**src/rtl/qcv_load_store_unit.sv**
```systemverilog
// Load/store unit: turns one ID-stage access into one or two word-aligned
// bus transactions, splitting misaligned words/halves across two words and
// reassembling the aligned, extended load data on the final response.
module qcv_load_store_unit (
    input  logic        clk_i,
    input  logic        rst_i,
    input  logic        lsu_req_i,
    input  logic        lsu_we_i,
    input  logic [1:0]  lsu_type_i,
    input  logic        lsu_sign_ext_i,
    input  logic [31:0] lsu_wdata_i,
    input  logic [31:0] adder_result_ex_i,
    output logic        lsu_resp_valid_o,
    output logic        lsu_load_err_o,
    output logic        lsu_store_err_o,
    output logic        lsu_busy_o,
    output logic [31:0] lsu_rdata_o,
    output logic        lsu_rdata_valid_o,
    output logic [31:0] lsu_addr_last_o,
    output logic        data_req_o,
    input  logic        data_gnt_i,
    input  logic        data_rvalid_i,
    input  logic        data_err_i,
    output logic [31:0] data_addr_o,
    output logic        data_we_o,
    output logic [3:0]  data_be_o,
    output logic [31:0] data_wdata_o,
    input  logic [31:0] data_rdata_i
);

    typedef enum logic [2:0] {
        IDLE,
        WAIT_GNT_MIS,
        WAIT_RVALID_MIS,
        WAIT_GNT,
        WAIT_RVALID
    } state_e;

    state_e      state_q, state_d;
    logic [31:0] addr_q, addr_d;
    logic        we_q, we_d;
    logic [1:0]  type_q, type_d;
    logic        sign_q, sign_d;
    logic [31:0] wdata_q, wdata_d;
    logic [31:0] rdata_q, rdata_d;
    logic        err_q, err_d;

    logic        idle;
    logic [31:0] cur_addr;
    logic        cur_we;
    logic [1:0]  cur_type;
    logic        cur_sign;
    logic [31:0] cur_wdata;
    logic [1:0]  off;
    logic        is_byte;
    logic        is_half;
    logic        cur_mis;
    logic        second;
    logic [3:0]  be_calc;
    logic [31:0] wdata_rot;
    logic [31:0] raw_data;
    logic        final_rvalid;
    logic        final_err;

    // In IDLE the live request drives the bus; afterwards the latched copy does.
    assign idle      = (state_q == IDLE);
    assign cur_addr  = idle ? adder_result_ex_i : addr_q;
    assign cur_we    = idle ? lsu_we_i          : we_q;
    assign cur_type  = idle ? lsu_type_i        : type_q;
    assign cur_sign  = idle ? lsu_sign_ext_i    : sign_q;
    assign cur_wdata = idle ? lsu_wdata_i       : wdata_q;

    assign off     = cur_addr[1:0];
    assign is_byte = (cur_type == 2'b10);
    assign is_half = (cur_type == 2'b01);
    assign cur_mis = (!is_byte && !is_half && off != 2'd0) || (is_half && off == 2'd3);

    // A misaligned access past its first response is always on the upper word.
    assign second = (state_q == WAIT_RVALID_MIS) ||
                    ((state_q == WAIT_GNT || state_q == WAIT_RVALID) && cur_mis);

    assign final_rvalid = (state_q == WAIT_RVALID) && data_rvalid_i;
    assign final_err    = err_q | data_err_i;

    // Byte enables for the lower word, or the spill-over bytes of the upper word.
    always_comb begin
        be_calc = 4'b0000;
        if (second) begin
            if (is_half) be_calc = 4'b0001;
            else         be_calc = 4'b1111 >> (3'd4 - {1'b0, off});
        end else begin
            if (is_byte)      be_calc = 4'b0001 << off;
            else if (is_half) be_calc = 4'b0011 << off;
            else              be_calc = 4'b1111 << off;
        end
    end

    // Store data rotated so each byte lands on its lane in either word.
    always_comb begin
        wdata_rot = cur_wdata;
        case (off)
            2'd1:    wdata_rot = {cur_wdata[23:0], cur_wdata[31:24]};
            2'd2:    wdata_rot = {cur_wdata[15:0], cur_wdata[31:16]};
            2'd3:    wdata_rot = {cur_wdata[7:0],  cur_wdata[31:8]};
            default: wdata_rot = cur_wdata;
        endcase
    end

    // Next-state logic and bus request generation.
    always_comb begin
        state_d    = state_q;
        addr_d     = addr_q;
        we_d       = we_q;
        type_d     = type_q;
        sign_d     = sign_q;
        wdata_d    = wdata_q;
        rdata_d    = rdata_q;
        err_d      = err_q;
        data_req_o = 1'b0;
        case (state_q)
            IDLE: begin
                if (lsu_req_i) begin
                    data_req_o = 1'b1;
                    addr_d     = adder_result_ex_i;
                    we_d       = lsu_we_i;
                    type_d     = lsu_type_i;
                    sign_d     = lsu_sign_ext_i;
                    wdata_d    = lsu_wdata_i;
                    err_d      = 1'b0;
                    if (data_gnt_i) state_d = cur_mis ? WAIT_RVALID_MIS : WAIT_RVALID;
                    else            state_d = cur_mis ? WAIT_GNT_MIS    : WAIT_GNT;
                end
            end
            WAIT_GNT_MIS: begin
                data_req_o = 1'b1;
                if (data_gnt_i) state_d = WAIT_RVALID_MIS;
            end
            WAIT_RVALID_MIS: begin
                if (data_rvalid_i) begin
                    data_req_o = 1'b1;
                    rdata_d    = data_rdata_i;
                    err_d      = err_q | data_err_i;
                    state_d    = data_gnt_i ? WAIT_RVALID : WAIT_GNT;
                end
            end
            WAIT_GNT: begin
                data_req_o = 1'b1;
                if (data_gnt_i) state_d = WAIT_RVALID;
            end
            WAIT_RVALID: begin
                if (data_rvalid_i) state_d = IDLE;
            end
            default: state_d = IDLE;
        endcase
    end

    // Bus address/control outputs are quiet whenever no request is driven.
    always_comb begin
        data_addr_o  = 32'd0;
        data_we_o    = 1'b0;
        data_be_o    = 4'b0000;
        data_wdata_o = 32'd0;
        if (data_req_o) begin
            data_addr_o  = second ? {cur_addr[31:2] + 30'd1, 2'b00} : {cur_addr[31:2], 2'b00};
            data_we_o    = cur_we;
            data_be_o    = be_calc;
            data_wdata_o = wdata_rot;
        end
    end

    // Reassemble the addressed bytes, then zero- or sign-extend them.
    always_comb begin
        raw_data = data_rdata_i >> {off, 3'b000};
        if (state_q == WAIT_RVALID && cur_mis) begin
            if (is_half) begin
                raw_data = {16'd0, data_rdata_i[7:0], rdata_q[31:24]};
            end else begin
                case (off)
                    2'd1:    raw_data = {data_rdata_i[7:0],  rdata_q[31:8]};
                    2'd2:    raw_data = {data_rdata_i[15:0], rdata_q[31:16]};
                    default: raw_data = {data_rdata_i[23:0], rdata_q[31:24]};
                endcase
            end
        end
        if (is_byte)      lsu_rdata_o = {{24{cur_sign & raw_data[7]}}, raw_data[7:0]};
        else if (is_half) lsu_rdata_o = {{16{cur_sign & raw_data[15]}}, raw_data[15:0]};
        else              lsu_rdata_o = raw_data;
    end

    assign lsu_resp_valid_o  = final_rvalid;
    assign lsu_load_err_o    = final_rvalid & !we_q & final_err;
    assign lsu_store_err_o   = final_rvalid & we_q & final_err;
    assign lsu_rdata_valid_o = final_rvalid & !we_q & !final_err;
    assign lsu_busy_o        = !idle;
    assign lsu_addr_last_o   = addr_q;

    // State and request registers; reset abandons any transaction in flight.
    always_ff @(posedge clk_i) begin
        if (rst_i) begin
            state_q <= IDLE;
            addr_q  <= 32'd0;
            we_q    <= 1'b0;
            type_q  <= 2'b00;
            sign_q  <= 1'b0;
            wdata_q <= 32'd0;
            rdata_q <= 32'd0;
            err_q   <= 1'b0;
        end else begin
            state_q <= state_d;
            addr_q  <= addr_d;
            we_q    <= we_d;
            type_q  <= type_d;
            sign_q  <= sign_d;
            wdata_q <= wdata_d;
            rdata_q <= rdata_d;
            err_q   <= err_d;
        end
    end

endmodule

```
**config.mk**
```make
export PLATFORM = sky130hd
export DESIGN_NAME = qcv_load_store_unit
export DESIGN_NICKNAME = d
export VERILOG_FILES = /design/src/rtl/qcv_load_store_unit.sv
export SDC_FILE = /design/constraint.sdc
export NUM_CORES = 1
export LEC_CHECK = 0
export CAP_MARGIN = 20
export CORE_ASPECT_RATIO = 0.9
export CORE_MARGIN = 2
export CORE_UTILIZATION = 33
export CTS_BUF_LIST = sky130_fd_sc_hd__clkbuf_4
export DETAILED_ROUTE_END_ITERATION = 12
export HOLD_SLACK_MARGIN = 0.05
export MAX_ROUTING_LAYER = met4
export SLEW_MARGIN = 20
export SYNTH_ARGS = -nofsm -noshare
export SYNTH_HDL_FRONTEND = slang
export SYNTH_SLANG_ARGS = --single-unit
```
**constraint.sdc**
```tcl
create_clock -name clk_i -period 3.9 [get_ports clk_i]
set_clock_uncertainty 0.05 [all_clocks]
set_input_delay 0.39 -clock clk_i [delete_from_list [all_inputs] [get_ports clk_i]]
set_output_delay 0.39 -clock clk_i [all_outputs]
set_load 0.02 [all_outputs]
```
### Yosys cells after proc, flatten, opt, wreduce, memory -nomap -nowiden

Index checks and enable logic that the tools add are counted.
W data, S select, Z words.

| cells by class | value |
|---|---|
| shifts and indexed selects | 5 |
| mux-type cells | 36 |
| order comparisons | 0 |
| eq/ne operators | 14 |
| add/subtract/negate cells | 2 |
| multipliers | 0 |
| divide/modulo/power cells | 0 |
| reduce and logical (&&, ||, !) cells | 22 |
| bitwise gates (word level) | 8 |

Operator list:

| cell | number |
|---|---|
| $mux W32 | 9 |
| $pmux W32 S3 | 1 |
| $pmux W32 S2 | 1 |
| $shr A32 B5 Y32 | 1 |
| $add A30 B1 Y30 const B | 1 |
| $mux W3 | 8 |
| $mux W4 | 5 |
| $pmux W3 S5 | 1 |
| $ne A2 B2 Y1 const B | 5 |
| $and A1 B1 Y1 | 7 |
| $mux W1 | 7 |
| $eq A2 B2 Y1 const B | 3 |
| $eq A3 B2 Y1 const B | 2 |
| $logic_and A1 B1 Y1 | 6 |
| $logic_not A1 Y1 | 5 |
| $reduce_and A5 Y1 | 1 |
| $eq A2 B1 Y1 const B | 2 |
| $mux W2 | 2 |
| $reduce_and A2 Y1 | 2 |
| $reduce_bool A2 Y1 | 2 |
| $shl A1 B2 Y4 const A | 1 |
| $shl A2 B2 Y4 const A | 1 |
| $shl A4 B2 Y4 const A | 1 |
| $shr A4 B3 Y4 const A | 1 |
| 10 further kinds | 12 |

| word-level totals | value |
|---|---|
| bits in registers | 104 |
| latch bits | 0 |
| word-level logic and storage cells | 95 |
| ROM bits | 0 |
| memories kept | 0 |
| memory bits (writable) | 0 |
| output and inout port bits | 139 |
| input port bits | 106 |

### Logic depth before layout (Yosys ltp)

Gate-level depths: netlist of run 1.

| logic depth | value |
|---|---|
| depth after elaboration | 12 |
| mapped depth | 18 |
| gate-level depth less buffers | 12 |

### Worst setup path after synthesis of run 1

No wires, ideal clock.

| timing path | value |
|---|---|
| path kind | reg-to-output |
| from | register state_q[1] |
| to | output data_be_o[3] |
| required time | 3.460 ns |
| path slack | -0.786 ns |
| data arrival time | 4.246 ns |
| stages on the path, launching flop included | 16 |
| cells stage by stage | dfxtp_1 -> nor3_4 -> buf_2 -> buf_2 -> buf_2 -> clkbuf_1 -> nand2_1 -> nand2_1 -> inv_1 -> ha_1 -> o21ai_1 -> a21oi_1 -> buf_2 -> or3_1 -> clkbuf_1 -> a2111oi_0 |

| on the way | value |
|---|---|
| longest elaborated chain between the ends | 11 |

Ends and longest elaborated chain:

| what | RTL line | source |
|---|---|---|
| start: declaration | 39 | `state_e state_q, state_d;` |
| start signal: assignment | 209 | `state_q <= state_d;` |
| parallel branches: the longest is 10 deep, another holds $sub A3 B2 Y3 | - |  |
| $mux W4 (*) | 163 | `if (data_req_o) begin` |
| end: declaration | 26 | `output logic [3:0] data_be_o,` |

Every way passes the cells marked *.

### Worst setup path after layout of run 1

| timing path | value |
|---|---|
| from | register state_q[0] |
| to | output data_addr_o[8] |

| on the way | value |
|---|---|
| longest elaborated chain between the ends | 11 |

Ends and longest elaborated chain:

| what | RTL line | source |
|---|---|---|
| parallel branches: the longest is 10 deep, another holds $add A30 B1 Y30 | - |  |
| $mux W32 (*) | 163 |  |
| end: declaration | 24 | `output logic [31:0] data_addr_o,` |

Marked as above.

==> results by group, run 1 <==
Logic synthesis
  • Largest family of logic cells by synthesized area: simple AND/OR/NAND/NOR gates
  • Syn Area/Cell: 6.59 um^2
  • Netlist Area Pre-Place: 0.00784 mm^2
  • Post-synth EDFFs: 0
  • Synth Area in Compound Gates: 26.3%
  • Seq/Total Area, Yosys: 24.5%
  • #FFs+latches synth: 96
  • Top_reg_cell synth: dfxtp_1
  • Unique masters post-synth: 66
  • Synth Area in Simple Gates: 30.0%
  • Async set-or-reset flop fraction in the synthesized netlist: 0%
  • Post-Synth XOR/XNOR Area: 2.90%
  • Synth warn: 0
  • Multiplexer share of the synthesized area: 9.99%
  • Mapped Cells: 1190
  • Adder-Cell Fraction of Synth Area: 0.479%

GRT
  • First-pass GRT wire length: 50.9 mm
  • GRT Total Usage: 26.2%
  • Pin count of the biggest net entering global routing: 80
  • Vias in the first global route: 8976
  • GRT overflow: 0
  • Initial antenna violation count: 2

Routing
  • Residual DRC: 0
  • Vias per Instance: 5.66
  • Final Routed Wirelength: 33.2 mm
  • Detail Route Antenna Nets: 0
  • WL per Instance: 19.3 um
  • DR vias: 9751
  • TritonRoute pass-1 iters: 9
  • Starting DRC count in detailed routing: 1168

Cells and area
  • Utilization after layout: 47.7%
  • Most frequent cells in the layout: 341 x nand2_1, 176 x clkdlybuf4s50_1, 152 x a21oi_1
  • Layout cells sized above 1: 11.3%
  • Final cell count without fillers: 1722
  • Most common cell after layout, fill and taps aside: nand2_1
  • Nets: 1521
  • Layout area overhead: 42.1%

Place
  • Final Wtd Congestion: 0.951
  • PortBufs: 242
  • Detailed placement HPWL: 23.5 mm
  • Placed cell count: 1697

STA
  • Final setup fails: 0
  • Tmin final: 3.85 ns
  • Slew @ Worst Pin: 0.973 ns
  • Worst hold slack: 0.389 ns
  • F_max: 260 MHz
  • Max-slew headroom: 35.1%
  • RSZ-0062 raised after global routing: yes
  • Max Slew Vio Count: 0
  • Final Hold Viols: 0
  • Final period util: 98.7%

Critical path
  • CP Capture Type: output pin
  • Delay of the slowest cell on the worst path: 0.38 ns
  • Crit-path slowest cell: dfxtp_2
  • Critical-path cell list: nor3_4 -> buf_4 -> inv_2 -> nand2_1 -> nand2_1 -> inv_1 -> ha_4 -> a21oi_1 -> nor3b_2 -> buf_4 -> o311ai_2 -> buf_4 -> nor2_1 -> xor2_1 -> a32o_1 -> dlygate4sd2_1
  • R2R depth: 14
  • Critical path depth in cells: 16
  • Most Frequent Cell on Critical Path: buf_4
  • Setup CP Type: flop to output pin
  • Crit path max-delay family: buffers and inverters
  • Crit-path max FO: 6
  • CP Launch Type: flop
  • CP Data Required Time: 3.46 ns
  • CP arrival: 3.41 ns
  • Critical path origin: state_q[0]
  • Buffer and inverter count on the worst path: 6
  • Reg-to-reg critical path startpoint: state_q[0]

Run
  • Max_cap viols: 0

Power
  • Worst vdd ir: 0.331 mV
  • Leakage: 4.71 nW
  • PnR Total Power: 6.71 mW
  • Power Density: 602 mW/mm^2

Clocking
  • Num CTS Buffers: 9
  • Sink Count: 96
  • CTS Buffer Depth: 2
  • TritonCTS clock tree: done
  • Worst-path clk slew: 0.19 ns
  • Clk Latency, worst-skew pair: 0.49 ns
  • Root Driver: clkbuf_4
  • H-tree levels: 3

Floorplan
  • Starting Density: 33.6%
  • Core Footprint: 0.0233 mm^2
  • Top Ports: 245
  • Site Rows: 53
  • Die area: 0.0250 mm^2
  • Die height: 150 um
  • Die Wd: 167 um

Min path
  • Type of the most critical hold path: primary input to flop
  • Hold Path Stages: 3
  • Hold_sp: adder_result_ex_i[25]

Status
  • Status: complete, no violations
final cells by class:
type	instances	area, um^2
fillers	2384	12200
repair buffers	310	2890
inverters	12	45.0
multi-input cells	983	5740
flip-flops and latches	96	1920
clock buffers	9	67.6
well taps	302	378
clock inverters	7	97.6
diodes	3	7.51
worst min-delay path, stage by stage:
cell	delay, ns
clkdlybuf4s50_1	0.41
nand2_1	0.06
a21oi_1	0.05
flip-flops by register name (all words and copies together), names as in the netlist:
register,cells
err_q,1
lsu_addr_last_o,32
rdata_q,24
sign_q,1
state_q,3
type_q,2
wdata_q,32
we_q,1
timing repair:
item,4_1_cts,5_1_grt
pin swaps,2,3
gates cloned,1,0
gates resized for setup,84,68
setup buffers,2,2
endpoints found under the setup margin,97,92
hold buffers,0,0
worst paths after layout:
check / end / slack (ns)
max: data_addr_o[8] / 0.05
min: lsu_addr_last_o[25] / 0.39
max reg2reg: state_q[1] / 1.32
min reg2reg: wdata_q[31] / 0.41
synthesized netlist by cell type, types with 11 or more instances:
| library cell | instances | area share, % |
|---|---|---|
| a211o_1 | 15 | 1.7 |
| a21oi_1 | 154 | 9.8 |
| a221o_1 | 32 | 4.1 |
| a222oi_1 | 16 | 2.0 |
| buf_2 | 15 | 0.96 |
| clkbuf_1 | 75 | 3.6 |
| dfxtp_1 | 96 | 25 |
| mux2i_1 | 67 | 8.5 |
| nand2_1 | 343 | 16 |
| nand3_1 | 35 | 2.2 |
| nand4_1 | 13 | 1.0 |
| nor2_1 | 104 | 5.0 |
| nor3_1 | 20 | 1.3 |
| o21ai_0 | 32 | 2.0 |
| o22ai_1 | 16 | 1.3 |
| or3_1 | 11 | 0.88 |
| xor2_1 | 16 | 1.8 |
logic make-up after synthesis:
group           count (synthesis)
simple gates                  561
compound gates                316
buf+inv                       113
flops                          96
mux                            74
xor+xnor                       26
fa+ha+maj                       3
other cells                     1
where the power goes:
part | internal, mW | switching, mW
Sequential | 1.10 | 0.108
Combinational | 1.97 | 2.90
Clock | 0.217 | 0.420
Total | 3.29 | 3.42
layer usage:
layer / part of all wire (%) / global-route usage [%] / up-vias
met2: 46 / 40.9 / 437
li1: - / - / 4650
met3: 7.7 / 5.15 / 57
met5: 0 / - / -
met1: 43 / 34.0 / 4607
met4: 3.0 / 8.88 / 0
metrics by stage:
stage / cell area (um^2) / setup WS (ns) / TNS [ns]
after floorplan: 7930 / 0.0122 / 0
after global placement: 10900 / 0.0744 / 0
after detailed placement: 10900 / 0.0711 / 0
after CTS: 11100 / -0.105 / -0.562
after global routing: 11100 / -0.0987 / -0.969
final: 11100 / 0.0513 / 0
Power figures use the tool's default switching activity.
==> run 2, diff against run 1 <==
--- a/config.mk
+++ b/config.mk
@@ -5,7 +5,6 @@
 export SDC_FILE = /design/constraint.sdc
 export NUM_CORES = 1
 export LEC_CHECK = 0
-export CAP_MARGIN = 20
 export CORE_ASPECT_RATIO = 0.9
 export CORE_MARGIN = 2
 export CORE_UTILIZATION = 33
==> results by group, run 2 (synthesis results as in run 1) <==
Run
  • Max_cap viols: 0 (unchanged)

Routing
  • Residual DRC: 0 (unchanged)
  • DR WL met3: 2.50 mm (was 2.56 mm)
  • Met1 Routed Length: 14.5 mm (was 14.4 mm)
  • Final Routed Wirelength: 33.2 mm (unchanged)
  • Starting DRC count in detailed routing: 1178 (was 1168)
  • DR vias: 9720 (was 9751)
  • TritonRoute pass-1 iters: 7 (was 9)
  • Detail Route Antenna Nets: 0 (unchanged)
  • WL per Instance: 19.3 um (about the same)
  • Top sig layer: met4 (unchanged)
  • DR WL met2: 15.2 mm (was 15.3 mm)
  • Vias per Instance: 5.65 (was 5.66)

Critical path
  • Crit-path slowest cell: dfxtp_2 (unchanged)
  • Crit path max-delay family: buffers and inverters (unchanged)
  • Most Frequent Cell on Critical Path: buf_4 (unchanged)
  • Setup CP Type: flop to output pin (unchanged)
  • Crit-path max FO: 6 (unchanged)
  • Critical-path cell list: nor3_4 -> buf_4 -> inv_2 -> nand2_1 -> nand2_1 -> inv_1 -> ha_4 -> a21oi_1 -> nor3b_2 -> buf_4 -> o311ai_2 -> buf_4 -> nor2_1 -> xor2_1 -> a32o_1 -> dlygate4sd2_1 (unchanged)
  • CP arrival: 3.41 ns (about the same)
  • CP Data Required Time: 3.46 ns (about the same)
  • Delay of the slowest cell on the worst path: 0.38 ns (about the same)
  • CP Capture Type: output pin (unchanged)
  • Buffer and inverter count on the worst path: 6 (unchanged)
  • CP Launch Type: flop (unchanged)

GRT
  • First-pass GRT wire length: 50.9 mm (unchanged)
  • Pin count of the biggest net entering global routing: 80 (unchanged)
  • GRT overflow: 0 (unchanged)
  • GRT Total Usage: 26.2% (unchanged)
  • Vias in the first global route: 8976 (unchanged)
  • Initial antenna violation count: 2 (unchanged)

Clocking
  • Sink Count: 96 (unchanged)
  • H-tree levels: 3 (unchanged)
  • Clk Latency, worst-skew pair: 0.49 ns (about the same)
  • Worst-path clk slew: 0.18 ns (was 0.19 ns)
  • CTS Buffer Depth: 2 (unchanged)
  • TritonCTS clock tree: done (unchanged)
  • Num CTS Buffers: 9 (unchanged)
  • Root Driver: clkbuf_4 (unchanged)
  • Hold_buf cts: 0 (unchanged)

STA
  • Slew @ Worst Pin: 1.10 ns (was 0.973 ns)
  • Setup TNS: 0 ns (unchanged)
  • Tmin final: 3.85 ns (about the same)
  • Final period util: 98.7% (about the same)
  • Max-slew headroom: 26.7% (was 35.1%)
  • Final setup fails: 0 (unchanged)
  • RSZ-0062 raised after global routing: yes (unchanged)
  • PnR worst setup slack: 0.0507 ns (was 0.0513 ns)
  • Max Slew Vio Count: 0 (unchanged)
  • F_max: 260 MHz (about the same)
  • Final Hold Viols: 0 (unchanged)

Floorplan
  • Die height: 150 um (unchanged)
  • Die area: 0.0250 mm^2 (unchanged)
  • Top Ports: 245 (unchanged)
  • Core Footprint: 0.0233 mm^2 (unchanged)
  • Die Wd: 167 um (unchanged)
  • Site Rows: 53 (unchanged)
  • Starting Density: 33.6% (unchanged)

Place
  • Placed cell count: 1697 (unchanged)
  • Pre-CTS WS: 0.0711 ns (unchanged)
  • Final Wtd Congestion: 0.951 (unchanged)
  • Detailed placement HPWL: 23.5 mm (unchanged)
  • PortBufs: 242 (unchanged)
  • DP Area: 0.0109 mm^2 (unchanged)

Power
  • Worst vdd ir: 0.332 mV (was 0.331 mV)
  • Power Density: 602 mW/mm^2 (about the same)
  • Leakage: 4.71 nW (about the same)
  • PnR Total Power: 6.70 mW (was 6.71 mW)

Cells and area
  • Layout area overhead: 41.9% (was 42.1%)
  • Nets: 1520 (was 1521)
  • Most frequent cells in the layout: 341 x nand2_1, 176 x clkdlybuf4s50_1, 152 x a21oi_1 (unchanged)
  • Final instance area: 0.0111 mm^2 (about the same)
  • Fillers: 2386 (was 2384)
  • Final cell count without fillers: 1721 (was 1722)
  • Layout cells sized above 1: 11.2% (was 11.3%)
  • Most common cell after layout, fill and taps aside: nand2_1 (unchanged)

Min path
  • Type of the most critical hold path: primary input to flop (unchanged)

Status
  • Status: complete, no violations (unchanged)
-- run 2: stage by stage --
stage                     hold slack [ns]  util, %
after floorplan                     0.386        -
after global placement              0.391     46.6
after detailed placement            0.396     46.6
after CTS                           0.332     47.4
after global routing                0.363     47.7
final                               0.391     47.7
-- run 2: path summary, 6_finish.rpt --
path,endpoint,from,slack (ns),cells past startpoint
max reg2reg,state_q[1],state_q[0],1.31,14
max,data_addr_o[8],state_q[0],0.05,16
min,lsu_addr_last_o[25],adder_result_ex_i[25],0.39,3
min reg2reg,wdata_q[31],wdata_q[31],0.42,2
-- run 2: worst reg2reg max path, delay by kind of cell (launching register included) --
| family | cells | cell delay, ns |
|---|---|---|
| AOI/OAI and AO/OA | 5 | 0.75 |
| adders and majority gates | 1 | 0.15 |
| buffers and inverters | 4 | 0.58 |
| DFF | 1 | 0.38 |
| and+or+nand+nor | 4 | 0.62 |
-- run 2: area by class of cell --
cell class | instances | area, um^2 | area share [%]
diodes | 3 | 7.51 | 0.0675
clock buffers | 9 | 67.6 | 0.607
flip-flops and latches | 96 | 1920 | 17.3
multi-input cells | 983 | 5740 | 51.6
repair buffers | 309 | 2870 | 25.8
well taps | 302 | 378 | 3.40
clock inverters | 7 | 97.6 | 0.877
inverters | 12 | 45.0 | 0.405
-- run 2: routing by layer --
metal / global-route usage (%) / vias to the layer above
li1: - / 4656
met4: 8.88 / 0
met5: - / -
met2: 40.9 / 421
met1: 34.0 / 4585
met3: 5.15 / 58
-- run 2: timing repair --
action | CTS | global route
endpoints found under the setup margin | 97 | 92
setup buffers | 2 | 2
cloned | 1 | 0
pin swaps | 2 | 3
resized for setup | 84 | 68
hold endpoints to repair | 0 | 0
-- run 2: power breakdown --
part	total, mW	switching, mW	internal (mW)
registers	1.21	0.108	1.10
clock network	0.636	0.419	0.217
logic	4.86	2.89	1.96
